`src/rtl/regfile_pkg.sv`:
```
// Shared constants for the register file.
// REGFILE_BYPASS_EN: when defined, a read of the address being written in
// the same cycle returns the incoming write data instead of the old word.
package regfile_pkg;

    localparam int unsigned DEFAULT_DATA_WIDTH = 8;
    localparam int unsigned DEFAULT_ADDR_WIDTH = 3;

    // Value every word and read register takes on reset or clear.
    localparam logic CLEAR_BIT = 1'b0;

`ifdef REGFILE_BYPASS_EN
    localparam bit BYPASS_EN = 1'b1;
`else
    localparam bit BYPASS_EN = 1'b0;
`endif

endpackage

```
`src/rtl/regfile_read_port.sv`:
```
// One registered read port: address mux, optional write-to-read bypass
// (REGFILE_BYPASS_EN), and a valid flag marking a fresh read.
module regfile_read_port
    import regfile_pkg::*;
#(
    parameter int unsigned DATA_WIDTH = DEFAULT_DATA_WIDTH,
    parameter int unsigned ADDR_WIDTH = DEFAULT_ADDR_WIDTH,
    parameter int unsigned ZERO_REG   = 1
) (
    input  logic                                        clk,
    input  logic                                        rst,
    input  logic                                        clear,
    input  logic                                        re,
    input  logic [ADDR_WIDTH-1:0]                       raddr,
    input  logic                                        we,
    input  logic [ADDR_WIDTH-1:0]                       waddr,
    input  logic [DATA_WIDTH-1:0]                       wdata,
    input  logic [(2**ADDR_WIDTH)-1:0][DATA_WIDTH-1:0]  words,
    output logic [DATA_WIDTH-1:0]                       rdata,
    output logic                                        valid
);

    localparam logic [DATA_WIDTH-1:0] CLEAR_WORD = {DATA_WIDTH{CLEAR_BIT}};

    logic                  zero_hit;
    logic                  bypass_hit;
    logic [DATA_WIDTH-1:0] rd_word;

    // Select the word to capture; word 0 reads as zero when ZERO_REG is set,
    // and that takes precedence over any bypass of a (discarded) write to it.
    always_comb begin
        zero_hit   = (ZERO_REG != 0) && (raddr == '0);
        bypass_hit = BYPASS_EN && we && (waddr == raddr);
        rd_word    = words[raddr];
        if (zero_hit) begin
            rd_word = CLEAR_WORD;
        end else if (bypass_hit) begin
            rd_word = wdata;
        end
    end

    // Capture on read enable; hold data but drop valid when idle.
    always_ff @(posedge clk or negedge rst) begin
        if (!rst) begin
            rdata <= CLEAR_WORD;
            valid <= 1'b0;
        end else if (clear) begin
            rdata <= CLEAR_WORD;
            valid <= 1'b0;
        end else if (re) begin
            rdata <= rd_word;
            valid <= 1'b1;
        end else begin
            valid <= 1'b0;
        end
    end

endmodule

```
`src/rtl/register_file.sv`:
```
// Two-read, one-write register file with synchronous clear and optional
// read-only zero word. Build option REGFILE_BYPASS_EN selects write-to-read
// bypass on same-cycle same-address access (storage is unaffected).
module register_file
    import regfile_pkg::*;
#(
    parameter int unsigned DATA_WIDTH = DEFAULT_DATA_WIDTH,
    parameter int unsigned ADDR_WIDTH = DEFAULT_ADDR_WIDTH,
    parameter int unsigned ZERO_REG   = 1
) (
    input  logic                  clk,
    input  logic                  rst,
    input  logic                  clear,
    input  logic                  we,
    input  logic [ADDR_WIDTH-1:0] waddr,
    input  logic [DATA_WIDTH-1:0] wdata,
    input  logic                  re_a,
    input  logic [ADDR_WIDTH-1:0] raddr_a,
    input  logic                  re_b,
    input  logic [ADDR_WIDTH-1:0] raddr_b,
    output logic [DATA_WIDTH-1:0] rdata_a,
    output logic [DATA_WIDTH-1:0] rdata_b,
    output logic                  valid_a,
    output logic                  valid_b
);

    localparam int unsigned           DEPTH      = 2**ADDR_WIDTH;
    localparam logic [DATA_WIDTH-1:0] CLEAR_WORD = {DATA_WIDTH{CLEAR_BIT}};

    logic [DEPTH-1:0][DATA_WIDTH-1:0] mem;
    logic                             write_ok;

    // Writes to word 0 are dropped when it is the hard-wired zero register.
    always_comb begin
        write_ok = we && !((ZERO_REG != 0) && (waddr == '0));
    end

    // Storage array: async reset and sync clear both zero every word.
    always_ff @(posedge clk or negedge rst) begin
        if (!rst) begin
            mem <= {DEPTH{CLEAR_WORD}};
        end else if (clear) begin
            mem <= {DEPTH{CLEAR_WORD}};
        end else if (write_ok) begin
            mem[waddr] <= wdata;
        end
    end

    regfile_read_port #(
        .DATA_WIDTH (DATA_WIDTH),
        .ADDR_WIDTH (ADDR_WIDTH),
        .ZERO_REG   (ZERO_REG)
    ) u_port_a (
        .clk   (clk),
        .rst   (rst),
        .clear (clear),
        .re    (re_a),
        .raddr (raddr_a),
        .we    (we),
        .waddr (waddr),
        .wdata (wdata),
        .words (mem),
        .rdata (rdata_a),
        .valid (valid_a)
    );

    regfile_read_port #(
        .DATA_WIDTH (DATA_WIDTH),
        .ADDR_WIDTH (ADDR_WIDTH),
        .ZERO_REG   (ZERO_REG)
    ) u_port_b (
        .clk   (clk),
        .rst   (rst),
        .clear (clear),
        .re    (re_b),
        .raddr (raddr_b),
        .we    (we),
        .waddr (waddr),
        .wdata (wdata),
        .words (mem),
        .rdata (rdata_b),
        .valid (valid_b)
    );

endmodule

```
`config.mk`:
```
export PLATFORM = sky130hd
export DESIGN_NAME = register_file
export DESIGN_NICKNAME = d
export VERILOG_FILES = /design/src/rtl/regfile_pkg.sv /design/src/rtl/regfile_read_port.sv /design/src/rtl/register_file.sv
export SDC_FILE = /design/constraint.sdc
export NUM_CORES = 1
export LEC_CHECK = 0
export CAP_MARGIN = 20
export CELL_PAD_IN_SITES_DETAIL_PLACEMENT = 0
export CELL_PAD_IN_SITES_GLOBAL_PLACEMENT = 1
export CORE_ASPECT_RATIO = 0.5
export CORE_UTILIZATION = 38
export DETAILED_ROUTE_END_ITERATION = 7
export DONT_BUFFER_PORTS = 1
export PLACE_DENSITY_LB_ADDON = 0.05
export RECOVER_POWER = 50
export SETUP_SLACK_MARGIN = 0.5
export SLEW_MARGIN = 20
export SYNTH_ARGS = -nofsm -noshare
export SYNTH_HDL_FRONTEND = slang
export SYNTH_HIERARCHICAL = 1
export SYNTH_SLANG_ARGS = --single-unit
```
`constraint.sdc`:
```
create_clock -name clk -period 3 [get_ports clk]
set_input_delay 0.15 -clock clk [delete_from_list [all_inputs] [get_ports clk]]
set_output_delay 0.15 -clock clk [all_outputs]
set_load 0.005 [all_outputs]
```
# After elaboration in Yosys (flattened, before gate mapping)
# Cells that the tools add are included.
[word_totals]
input_bits = 23
word_cells = 44
regBits = 82
output_inout_bits = 18
[classes]
n_reduce_logical = 9
n_lt_le_gt_ge = 4
muxes = 19
[op_table]
columns = ["operator", "count"]
rows = [
  ["$mux 64", 2],
  ["$mux 8", 9],
  ["$bwmux 64", 1],
  ["$bmux 8 s3", 2],
  ["$demux 8 s3", 1],
  ["$lt 3x4->1 const B", 3],
  ["$logic_not 3->1", 3],
  ["$reduce_bool 2->1", 3],
  ["$mux 1", 4],
  ["$ge 3x1->1 const B", 1],
  ["$logic_and 1x1->1", 2],
  ["$logic_not 1->1", 1],
]

# Longest topological paths before layout
# Gate-level depths: netlist (run 1).
[depth]
ltp_word = 7
depth_mapped = 6
depth_no_buf = 4

# Hierarchy
# The synthesis (run 1) kept the hierarchy.
[by_module_without_submodules]
columns = ["mod", "area_each_um2", "instances", "cells_per_inst", "seq_area_each_um2"]
rows = [
  ["register_file", 2762.6, 1, 212, 1601.5],
  ["regfile_read_port", 827.0, 2, 83, 225.2],
]

# Least setup slack after synthesis (run 1)
# Ideal clock, no wire load.
[synth_timing]
kind = "input -> register"
from = "in raddr_a[1]"
to = "reg u_port_a.rdata[5]"
arrival_ps = 1105
n_path_buf = 2
setup_time_ps = 87
required_time_ps = 2913
path_slack_ps = 1809
path_stages = 5
path_cell_list = "buf_6 -> buf_12 -> nand2_1 -> mux4_2 -> a211oi_2"
[synth_via]
elab_chain_cells = 5
elab_cells_between_ends = 6
cone_classes = "mux: 5; reduce/logical: 1"
[synth_rtl]
columns = ["element", "line", "rtl"]
rows = [
  ["start, declared", "register_file.sv:18", "input logic [ADDR_WIDTH-1:0] raddr_a,"],
  ["$bmux 8 s3", "regfile_read_port.sv:34", "rd_word = words[raddr];"],
  ["$mux 8 (not written as such)", "regfile_read_port.sv:34", ""],
  ["$mux 8 (*)", "regfile_read_port.sv:35", "if (zero_hit) begin"],
  ["$mux 8 (*)", "regfile_read_port.sv:50", "end else if (re) begin"],
  ["$mux 8 (*)", "regfile_read_port.sv:47", "end else if (clear) begin"],
  ["end signal, assigned", "regfile_read_port.sv:51", "rdata <= rd_word;"],
  ["end, declared", "regfile_read_port.sv:19", "output logic [DATA_WIDTH-1:0] rdata,"],
]
# Every way passes the cells marked *; elsewhere a longest branch is shown, timed or not. The select of a mux whose other input is x is not followed.
# A chain may end at the register's enable or synchronous reset.

==> flow_summary.json, run 1 <==
{
  "initial_utilization_pct": 39.9,
  "groute.layer.met2.usage_pct": 30.7,
  "gp_congestion": 0.758,
  "final.setup_skew_ns": 0.0103,
  "fin_crit_sh_pct": 67.6,
  "static_leakage_nw": 2.21,
  "layout-area-overhead-vs-synth_pct": 9.25,
  "drt_wl_total_um": 12400,
  "clock.fmax_mhz": 493,
  "worst_path_max_delay_cell": "clkbuf_2",
  "cts_buffer_depth": 2,
  "io_pins": 41,
  "globalRouteOverflowTotal": 0,
  "finalHoldViolations": 0,
  "route.antenna.remaining_nets": 0,
  "timing.critical_path.to": "mem[43]",
  "timing_worst_slew_pin_value_ns": 1.90,
  "cap_viol_max_count": 1,
  "die_width_um": 150,
  "grt_pass1_vias": 2975,
  "worstRegToRegCells": 4,
  "cts_max_level": 3,
  "core_area_um2": 10400,
  "holdWs_ns": 0.00978,
  "detail_route.iter0.violations": 224,
  "tritoncts": "yes",
  "post_drt_wl_per_cell_um": 24.8,
  "place.detailed.instances": 475,
  "failed_checks": "capacitance limit, slew limit",
  "p_int_mw": 1.80,
  "min-delay-path-class": "input pin to flop",
  "crit_family": "buffers and inverters",
  "worst_ep_arrival_time_ns": 2.09,
  "cts_sinks": 74,
  "grtUsageMet3_pct": 6.95,
  "total_power_mw": 2.36,
  "die_ht_um": 76.0,
  "post-route-drc-count": 0,
  "path_depth": 2,
  "run_status": "finished, violations left",
  "ir_worst_vdd_uv": 234,
  "routed-via-count": 2858,
  "layout.cells.non_filler": 500,
  "grt-busiest-layer": "met1",
  "setup.reg_to_reg.worst_slack_ns": 1.21,
  "power.net_switching_uw": 558,
  "syn-num-nets": 385,
  "syn_inst": 362,
  "clock_insertion_delay_at_the_later_pin_of_the_skew_report_ns": 0.33,
  "grt_setup_unrepaired": "no",
  "pwr_cell_area_nw_per_um2": 519,
  "timing.critical_path.required_ns": 3.06,
  "critical_path.reg2reg.endpoint": "u_port_a/rdata[1]",
  "largest_net_degree_at_the_start_of_global_routing": 75,
  "final_common_cell": "mux2i_1",
  "antenna_cells_inserted": 0,
  "grt.met1_usage_pct": 36.7,
  "synth_warnings": 6,
  "setup_viol": 0,
  "clkTransAtPathRegs_ns": 0.06,
  "placementRows": 26,
  "final_layout_size_suffix_gt1_share_pct": 10.0,
  "combinationalPowerShare_pct": 8.3,
  "cts-root-buf": "clkbuf_16",
  "final.min_clock_period_ns": 2.03,
  "worst_hold_path.num_cells": 2,
  "tritoncts.num_buffers": 9,
  "final-max-slew-violation-count": 75,
  "io_buffers": 0,
  "mostFrequentLayoutCells": "mux2i_1, dfrtp_1, nand2b_1, nor2_1",
  "crit-reg2reg-launch": "mem[57]",
  "antenna_found_initial": 1,
  "grt_usage_pct": 23.2,
  "critical_path.max_fanout": 74,
  "post-dp-hpwl_um": 7440,
  "timing.critical_path.buf_inv": 2,
  "nNetsFinal": 378,
  "total_negative_slack_for_setup_checks_ns": 0,
  "crit_path_max_incr_delay_ns": 1.34,
  "synthesis.area_um2": 4170,
  "worstSetupStartpoint": "rst",
  "power.share.clock_pct": 47.3,
  "criticalPathCategory": "input pin to async pin",
  "avgViaCountPerCell": 5.72,
  "1st_pass_router_iterations": 4,
  "setup.worst_path.start_class": "input pin",
  "seqPwrFrac_pct": 44.4,
  "path_cells": "dlygate4sd3_1 -> clkbuf_2",
  "syn-mean-instance-area_um2": 11.5,
  "critPathCaptureType": "async pin",
  "utilization_pct": 43.6,
  "power.switching_fraction_pct": 23.6,
  "wire_length_of_the_first_global_routing_pass_um": 18800,
  "floorplan.die_area_um2": 11400,
  "slew_headroom_pct": -26.5
}
per-layer routing:
metal | share of wire, % | wire length, µm
met4 | 0.15 | 19
met2 | 42 | 5140
met5 | 0 | 0
met3 | 9.9 | 1230
met1 | 48 | 5990
worst min-delay path by stage:
stage | endpoint | slack, ns | from
floorplan | mem[10] | -0.15 | rst
global placement | u_port_b/rdata[6] | -0.14 | rst
detailed placement | u_port_b/valid | -0.14 | rst
CTS | mem[38] | 0.00008 | clear
global route | mem[58] | 0.01 | clear
finish | mem[63] | 0.01 | clear
flip-flops by register name, summed over array words and instances, names as in the netlist:
| name | flops |
|---|---|
| u_port_a/valid | 1 |
| u_port_b/valid | 1 |
| u_port_b/rdata | 8 |
| mem | 56 |
| u_port_a/rdata | 8 |
power by group through the flow:
| stage | sequential, mW | combinational (mW) | clock [mW] |
|---|---|---|---|
| 6_report | 1.05 | 0.195 | 1.12 |
| 5_1_grt | 1.05 | 0.213 | 1.19 |
| 4_1_cts | 1.05 | 0.200 | 1.13 |
| 3_5_place_dp | 1.07 | 0.152 | 0 |
| 3_3_place_gp | 1.07 | 0.151 | 0 |
| 2_1_floorplan | 1.06 | 0.158 | 0 |
cell type report:
type	count	area, µm²
fillers	976	5890
multi-input cells	259	2110
flip-flops and latches	74	1850
clock buffers	13	260
well taps	140	175
repair buffers	9	95.1
clock inverters	3	47.5
inverters	2	7.51
timing repair:
action                                 in CTS  in global routing
setup endpoints to repair                   0                  0
hold buffers                                8                  1
endpoints found under the hold margin     100                  1
buffers inserted                            0                  0
resized for setup                           0                  0
per-stage QoR:
stage / setup slack [ns] / area, µm²
after CTS: 1.21 / 4570
after floorplan: 1.81 / 4170
after global routing: 0.578 / 4550
final: 0.972 / 4550
after detailed placement: 1.50 / 4160
after global placement: 1.54 / 4160
Power figures use the tool's default switching activity.
==> run 2, diff against run 1 <==
==> constraint.sdc (replaced) <==
create_clock -name clk -period 1.81 [get_ports clk]
set_input_delay 0.0905 -clock clk [delete_from_list [all_inputs] [get_ports clk]]
set_output_delay 0.0905 -clock clk [all_outputs]
set_load 0.005 [all_outputs]
==> flow_summary.json, run 2 (synthesis results as in run 1) <==
{
  "total_power_mw": 3.75,
  "setup.worst_path.start_class": "flop",
  "reg_top3": "mem x56, u_port_a/rdata x8, u_port_b/rdata x8",
  "layout-area-overhead-vs-synth_pct": 10.4,
  "multi_input_area_um2": 2140,
  "power.net_switching_uw": 870,
  "grt_pass1_vias": 3008,
  "flip_flop_count_of_the_largest_register_all_copies_and_words_added": 56,
  "wirelength_met1_um": 5840,
  "fin_crit_sh_pct": 69.1,
  "route.antenna.remaining_nets": 0,
  "gp_congestion": 0.730,
  "largest_net_degree_at_the_start_of_global_routing": 75,
  "seqPwrFrac_pct": 46.6,
  "holdWs_ns": -0.550,
  "final.setup_skew_ns": 0.00409,
  "1st_pass_router_iterations": 4,
  "io_buffers": 0,
  "dr_wl_met2_um": 5150,
  "cts-root-buf": "clkbuf_16",
  "wire_length_of_the_first_global_routing_pass_um": 19000,
  "clkTransAtPathRegs_ns": 0.06,
  "globalRouteOverflowTotal": 0,
  "final.min_clock_period_ns": 1.25,
  "final_layout_size_suffix_gt1_share_pct": 13.4,
  "crit_family": "compound AO/OA/AOI/OAI gates",
  "avgViaCountPerCell": 5.56,
  "path_cells": "mux2_2 -> a22o_1 -> a21oi_2 -> nor3_1",
  "p_int_mw": 2.88,
  "io_pins": 41,
  "total_negative_slack_for_setup_checks_ns": 0,
  "tritoncts": "yes",
  "static_leakage_nw": 2.24,
  "antenna_cells_inserted": 0,
  "setup.reg_to_reg.worst_slack_ns": 0.56,
  "grt_usage_pct": 23.5,
  "cts_sinks": 74,
  "placed_area_um2": 4220,
  "timing.critical_path.required_ns": 2.02,
  "crit_path_max_incr_delay_ns": 0.39,
  "final-max-slew-violation-count": 0,
  "grt_setup_unrepaired": "yes",
  "worstRegToRegCells": 4,
  "power.share.clock_pct": 45.3,
  "post_drt_wl_per_cell_um": 24.8,
  "die_width_um": 150,
  "post-route-drc-count": 0,
  "critical_path.max_fanout": 3,
  "dr.max_layer_used": "met4",
  "combinationalPowerShare_pct": 8.1,
  "cap_viol_max_count": 0,
  "timing.critical_path.buf_inv": 0,
  "placementRows": 26,
  "mostFrequentLayoutCells": "mux2i_1, dfrtp_1, nand2b_1, nor2_1",
  "drt_wl_total_um": 12500,
  "core_area_um2": 10400,
  "min-delay-path-class": "input pin to async pin",
  "post-dp-hpwl_um": 7720,
  "antenna_found_initial": 0,
  "tritoncts.num_buffers": 9,
  "slew_headroom_pct": 60.5,
  "initial_utilization_pct": 39.9,
  "postCtsSetupBuffers": 0,
  "floorplan.die_area_um2": 11400,
  "cts_max_level": 3,
  "post-route-cell-area_um2": 4600,
  "critical_path.reg2reg.endpoint": "u_port_a/rdata[0]",
  "utilization_pct": 44.0,
  "failed_checks": "hold timing",
  "clock_insertion_delay_at_the_later_pin_of_the_skew_report_ns": 0.33,
  "detail_route.iter0.violations": 238,
  "run_status": "finished, violations left",
  "finalHoldViolations": 74,
  "routed-via-count": 2814,
  "cts_hold_repair.buffers": 6,
  "criticalPathCategory": "flop to flop",
  "worst_ep_arrival_time_ns": 1.46,
  "worst_path_max_delay_cell": "dfrtp_1",
  "cts_buffer_depth": 2,
  "seqCellArea_um2": 1850,
  "nNetsFinal": 384,
  "ir_worst_vdd_uv": 373,
  "register_name_with_the_most_flops": "mem",
  "final_common_cell": "mux2i_1",
  "pwr_cell_area_nw_per_um2": 816,
  "critPathCaptureType": "flop",
  "clock.fmax_mhz": 799,
  "met3_wirelength_um": 1520,
  "setup_viol": 0,
  "power.switching_fraction_pct": 23.2,
  "die_ht_um": 76.0,
  "timing_worst_slew_pin_value_ns": 0.590,
  "fillers": 974,
  "crit-reg2reg-launch": "mem[48]"
}
==> run 2: changes by cell type in the layout (fill, tap and decap cells not counted), sizes merged <==
cell	change
dlygate4sd3	-2
bufinv	-1
buf	+9
==> run 2: through the flow <==
stage / std cells / worst slack, ns
final: 506 / 0.559
after global routing: 506 / 0.495
after detailed placement: 484 / 0.510
after floorplan: 362 / 0.655
after global placement: 484 / 0.530
after CTS: 506 / 0.502
==> run 2: per-layer routing <==
| metal | track usage, % | vias to the layer above |
|---|---|---|
| li1 | - | 1297 |
| met1 | 35.4 | 1424 |
| met2 | 31.3 | 91 |
| met3 | 8.74 | 2 |
| met4 | 5.45 | 0 |
| met5 | 0 | - |
==> run 2: layout make-up <==
cell class	count	share of cell area (%)
Clock buffer	14	5.96
Multi-Input combinational cell	259	46.4
Sequential cell	74	40.3
Tap cell	140	3.81
Clock inverter	2	0.218
Inverter	2	0.163
Timing Repair Buffer	15	3.16
==> run 2: how the worst max path moves through the flow <==
| stage | startpoint | endpoint | slack (ns) | depth (start not counted) |
|---|---|---|---|---|
| 3_5_place_dp | mem[18] | u_port_a/rdata[2] | 0.51 | 4 |
| 2_1_floorplan | mem[53] | u_port_a/rdata[5] | 0.66 | 3 |
| 3_3_place_gp | mem[50] | u_port_a/rdata[2] | 0.53 | 4 |
| 6_report | mem[48] | u_port_a/rdata[0] | 0.56 | 4 |
| 5_1_grt | mem[48] | u_port_a/rdata[0] | 0.49 | 4 |
| 4_1_cts | mem[18] | u_port_a/rdata[2] | 0.50 | 4 |
==> run 2: timing repair <==
item,CTS,global route
endpoints found under the hold margin,148,74
endpoints found under the setup margin,0,7
gates resized for setup,0,4
==> run 2: power by group through the flow <==
stage,sequential [mW],clock [mW],combinational [mW]
6_report,1.75,1.70,0.304
5_1_grt,1.75,1.82,0.327
4_1_cts,1.75,1.74,0.301
3_5_place_dp,1.78,0,0.255
3_3_place_gp,1.78,0,0.254
2_1_floorplan,1.76,0,0.262
==> run 3, diff against run 2 <==
--- a/config.mk
+++ b/config.mk
@@ -5,6 +5,7 @@
 export SDC_FILE = /design/constraint.sdc
 export NUM_CORES = 1
 export LEC_CHECK = 0
+export ABC_AREA = 1
 export CAP_MARGIN = 20
 export CELL_PAD_IN_SITES_DETAIL_PLACEMENT = 0
 export CELL_PAD_IN_SITES_GLOBAL_PLACEMENT = 1
==> constraint.sdc (replaced) <==
create_clock -name clk -period 1.3 [get_ports clk]
set_input_delay 0.065 -clock clk [delete_from_list [all_inputs] [get_ports clk]]
set_output_delay 0.065 -clock clk [all_outputs]
set_load 0.005 [all_outputs]
==> flow_summary.json, run 3 <==
{
  "tritoncts": "yes",
  "core_area_um2": 10600,
  "post_drt_wl_per_cell_um": 20.1,
  "worst_ep_arrival_time_ns": 1.27,
  "critPathCaptureType": "flop",
  "grt_setup_unrepaired": "yes",
  "largest_net_degree_at_the_start_of_global_routing": 75,
  "antenna_found_initial": 0,
  "failed_checks": "DRC, hold timing",
  "clock.fmax_mhz": 961,
  "tritoncts.num_buffers": 9,
  "gp_congestion": 0.846,
  "holdWs_ns": -0.581,
  "final.setup_skew_ns": 0.00366,
  "final_layout_size_suffix_gt1_share_pct": 16.6,
  "antenna_cells_inserted": 0,
  "cts_max_level": 3,
  "mostFrequentLayoutCells": "nand2_1, nand3_1, dfrtp_1, inv_1, nand3_2",
  "final-max-slew-violation-count": 0,
  "total_negative_slack_for_setup_checks_ns": 0,
  "placed_area_um2": 4420,
  "slew_headroom_pct": 30.8,
  "1st_pass_router_iterations": 6,
  "critical_path.max_fanout": 3,
  "timing.critical_path.required_ns": 1.53,
  "post-route-drc-count": 5,
  "syn-num-nets": 648,
  "flip_flop_count_of_the_largest_register_all_copies_and_words_added": 56,
  "seqCellArea_um2": 1870,
  "ir_worst_vdd_uv": 583,
  "cts-root-buf": "clkbuf_16",
  "post-dp-hpwl_um": 10600,
  "cap_viol_max_count": 0,
  "criticalPathCategory": "flop to flop",
  "clock_insertion_delay_at_the_later_pin_of_the_skew_report_ns": 0.34,
  "pwr_cell_area_nw_per_um2": 1230,
  "die_width_um": 152,
  "setup.worst_path.start_class": "flop",
  "drt_wl_total_um": 15700,
  "initial_utilization_pct": 40.6,
  "cts_sinks": 74,
  "fillers": 1108,
  "syn-mean-instance-area_um2": 6.87,
  "globalRouteOverflowTotal": 0,
  "synthesis.area_um2": 4290,
  "static_leakage_nw": 2.69,
  "placementRows": 26,
  "route.antenna.remaining_nets": 0,
  "reg_top3": "mem x56, u_port_a/rdata x8, u_port_b/rdata x8",
  "avgViaCountPerCell": 5.34,
  "io_buffers": 0,
  "run_status": "finished, violations left",
  "clkTransAtPathRegs_ns": 0.06,
  "final.min_clock_period_ns": 1.04,
  "nNetsFinal": 658,
  "wire_length_of_the_first_global_routing_pass_um": 24000,
  "min-delay-path-class": "input pin to async pin",
  "register_name_with_the_most_flops": "mem",
  "floorplan.die_area_um2": 11800,
  "setup_viol": 0,
  "synth_warnings": 6,
  "routed-via-count": 4168,
  "timing_worst_slew_pin_value_ns": 1.03,
  "layout-area-overhead-vs-synth_pct": 17.6,
  "grt_pass1_vias": 3818,
  "io_pins": 41,
  "cts_buffer_depth": 2,
  "finalHoldViolations": 92,
  "die_ht_um": 77.2,
  "multi_input_area_um2": 2180,
  "detail_route.iter0.violations": 529,
  "final_common_cell": "nand2_1",
  "syn_inst": 625,
  "post-route-cell-area_um2": 5050,
  "fin_crit_sh_pct": 80.1,
  "grt_usage_pct": 28.3
}
## run 3: what timing repair did
action,CTS,global route
resized for setup,28,22
setup endpoints to repair,32,34
hold endpoints to repair,102,90
pin swaps,15,23
buffers inserted,1,4
hold buffers,3,2
## run 3: through the flow
stage | power, mW | util, % | instances | setup WS (ns) | hold WS, ns
detailed placement | 3.01 | 41.8 | 754 | 0.252 | -0.228
finish | 6.20 | 47.7 | 780 | 0.259 | -0.581
CTS | 6.20 | 46.6 | 774 | 0.291 | -0.590
floorplan | 2.88 | - | 625 | 0.392 | -0.231
global placement | 3.01 | 41.8 | 754 | 0.251 | -0.229
global route | 6.40 | 47.7 | 780 | 0.173 | -0.591
## run 3: power by group
| group | internal [mW] | switching [mW] |
|---|---|---|
| clock network | 2.13 | 1.03 |
| logic | 0.200 | 0.398 |
| registers | 2.37 | 0.0728 |
## run 3: metal layers
| layer | global-route usage (%) | vias up | routed length (µm) |
|---|---|---|---|
| met1 | 45.3 | 1990 | 8460 |
| li1 | - | 1985 | - |
| met5 | 0 | - | 0 |
| met4 | 5.82 | 0 | 152 |
| met3 | 8.93 | 14 | 1470 |
| met2 | 35.2 | 179 | 5580 |
## run 3: layout make-up
| cell class | instances | area share [%] |
|---|---|---|
| clock buffer | 10 | 4.73 |
| clock inverter | 6 | 2.73 |
| inverter | 63 | 4.73 |
| multi-input combinational | 463 | 43.1 |
| sequential | 74 | 37.1 |
| tap | 140 | 3.47 |
| timing repair buffer | 24 | 4.14 |
## run 3: worst paths after layout
path,start,endpoint,slack [ns],cells past startpoint
setup reg to reg,mem[18],u_port_b/rdata[2],0.26,6
hold reg to reg,u_port_b/rdata[5],u_port_b/rdata[5],0.50,2
max in group asynchronous,rst,mem[21],1.68,0
min in group clk,waddr[2],mem[23],-0.07,3
setup / recovery,mem[18],u_port_b/rdata[2],0.26,6
hold / removal,rst,u_port_b/rdata[6],-0.58,0
## run 3: worst max-delay path: stages, from the launching register on
cell and delay [ns]:
dfrtp_1 0.41, o21ai_1 0.14, nand2_1 0.08, nand2_1 0.07, nand2_1 0.07, nand3_2 0.10, nand2_1 0.06
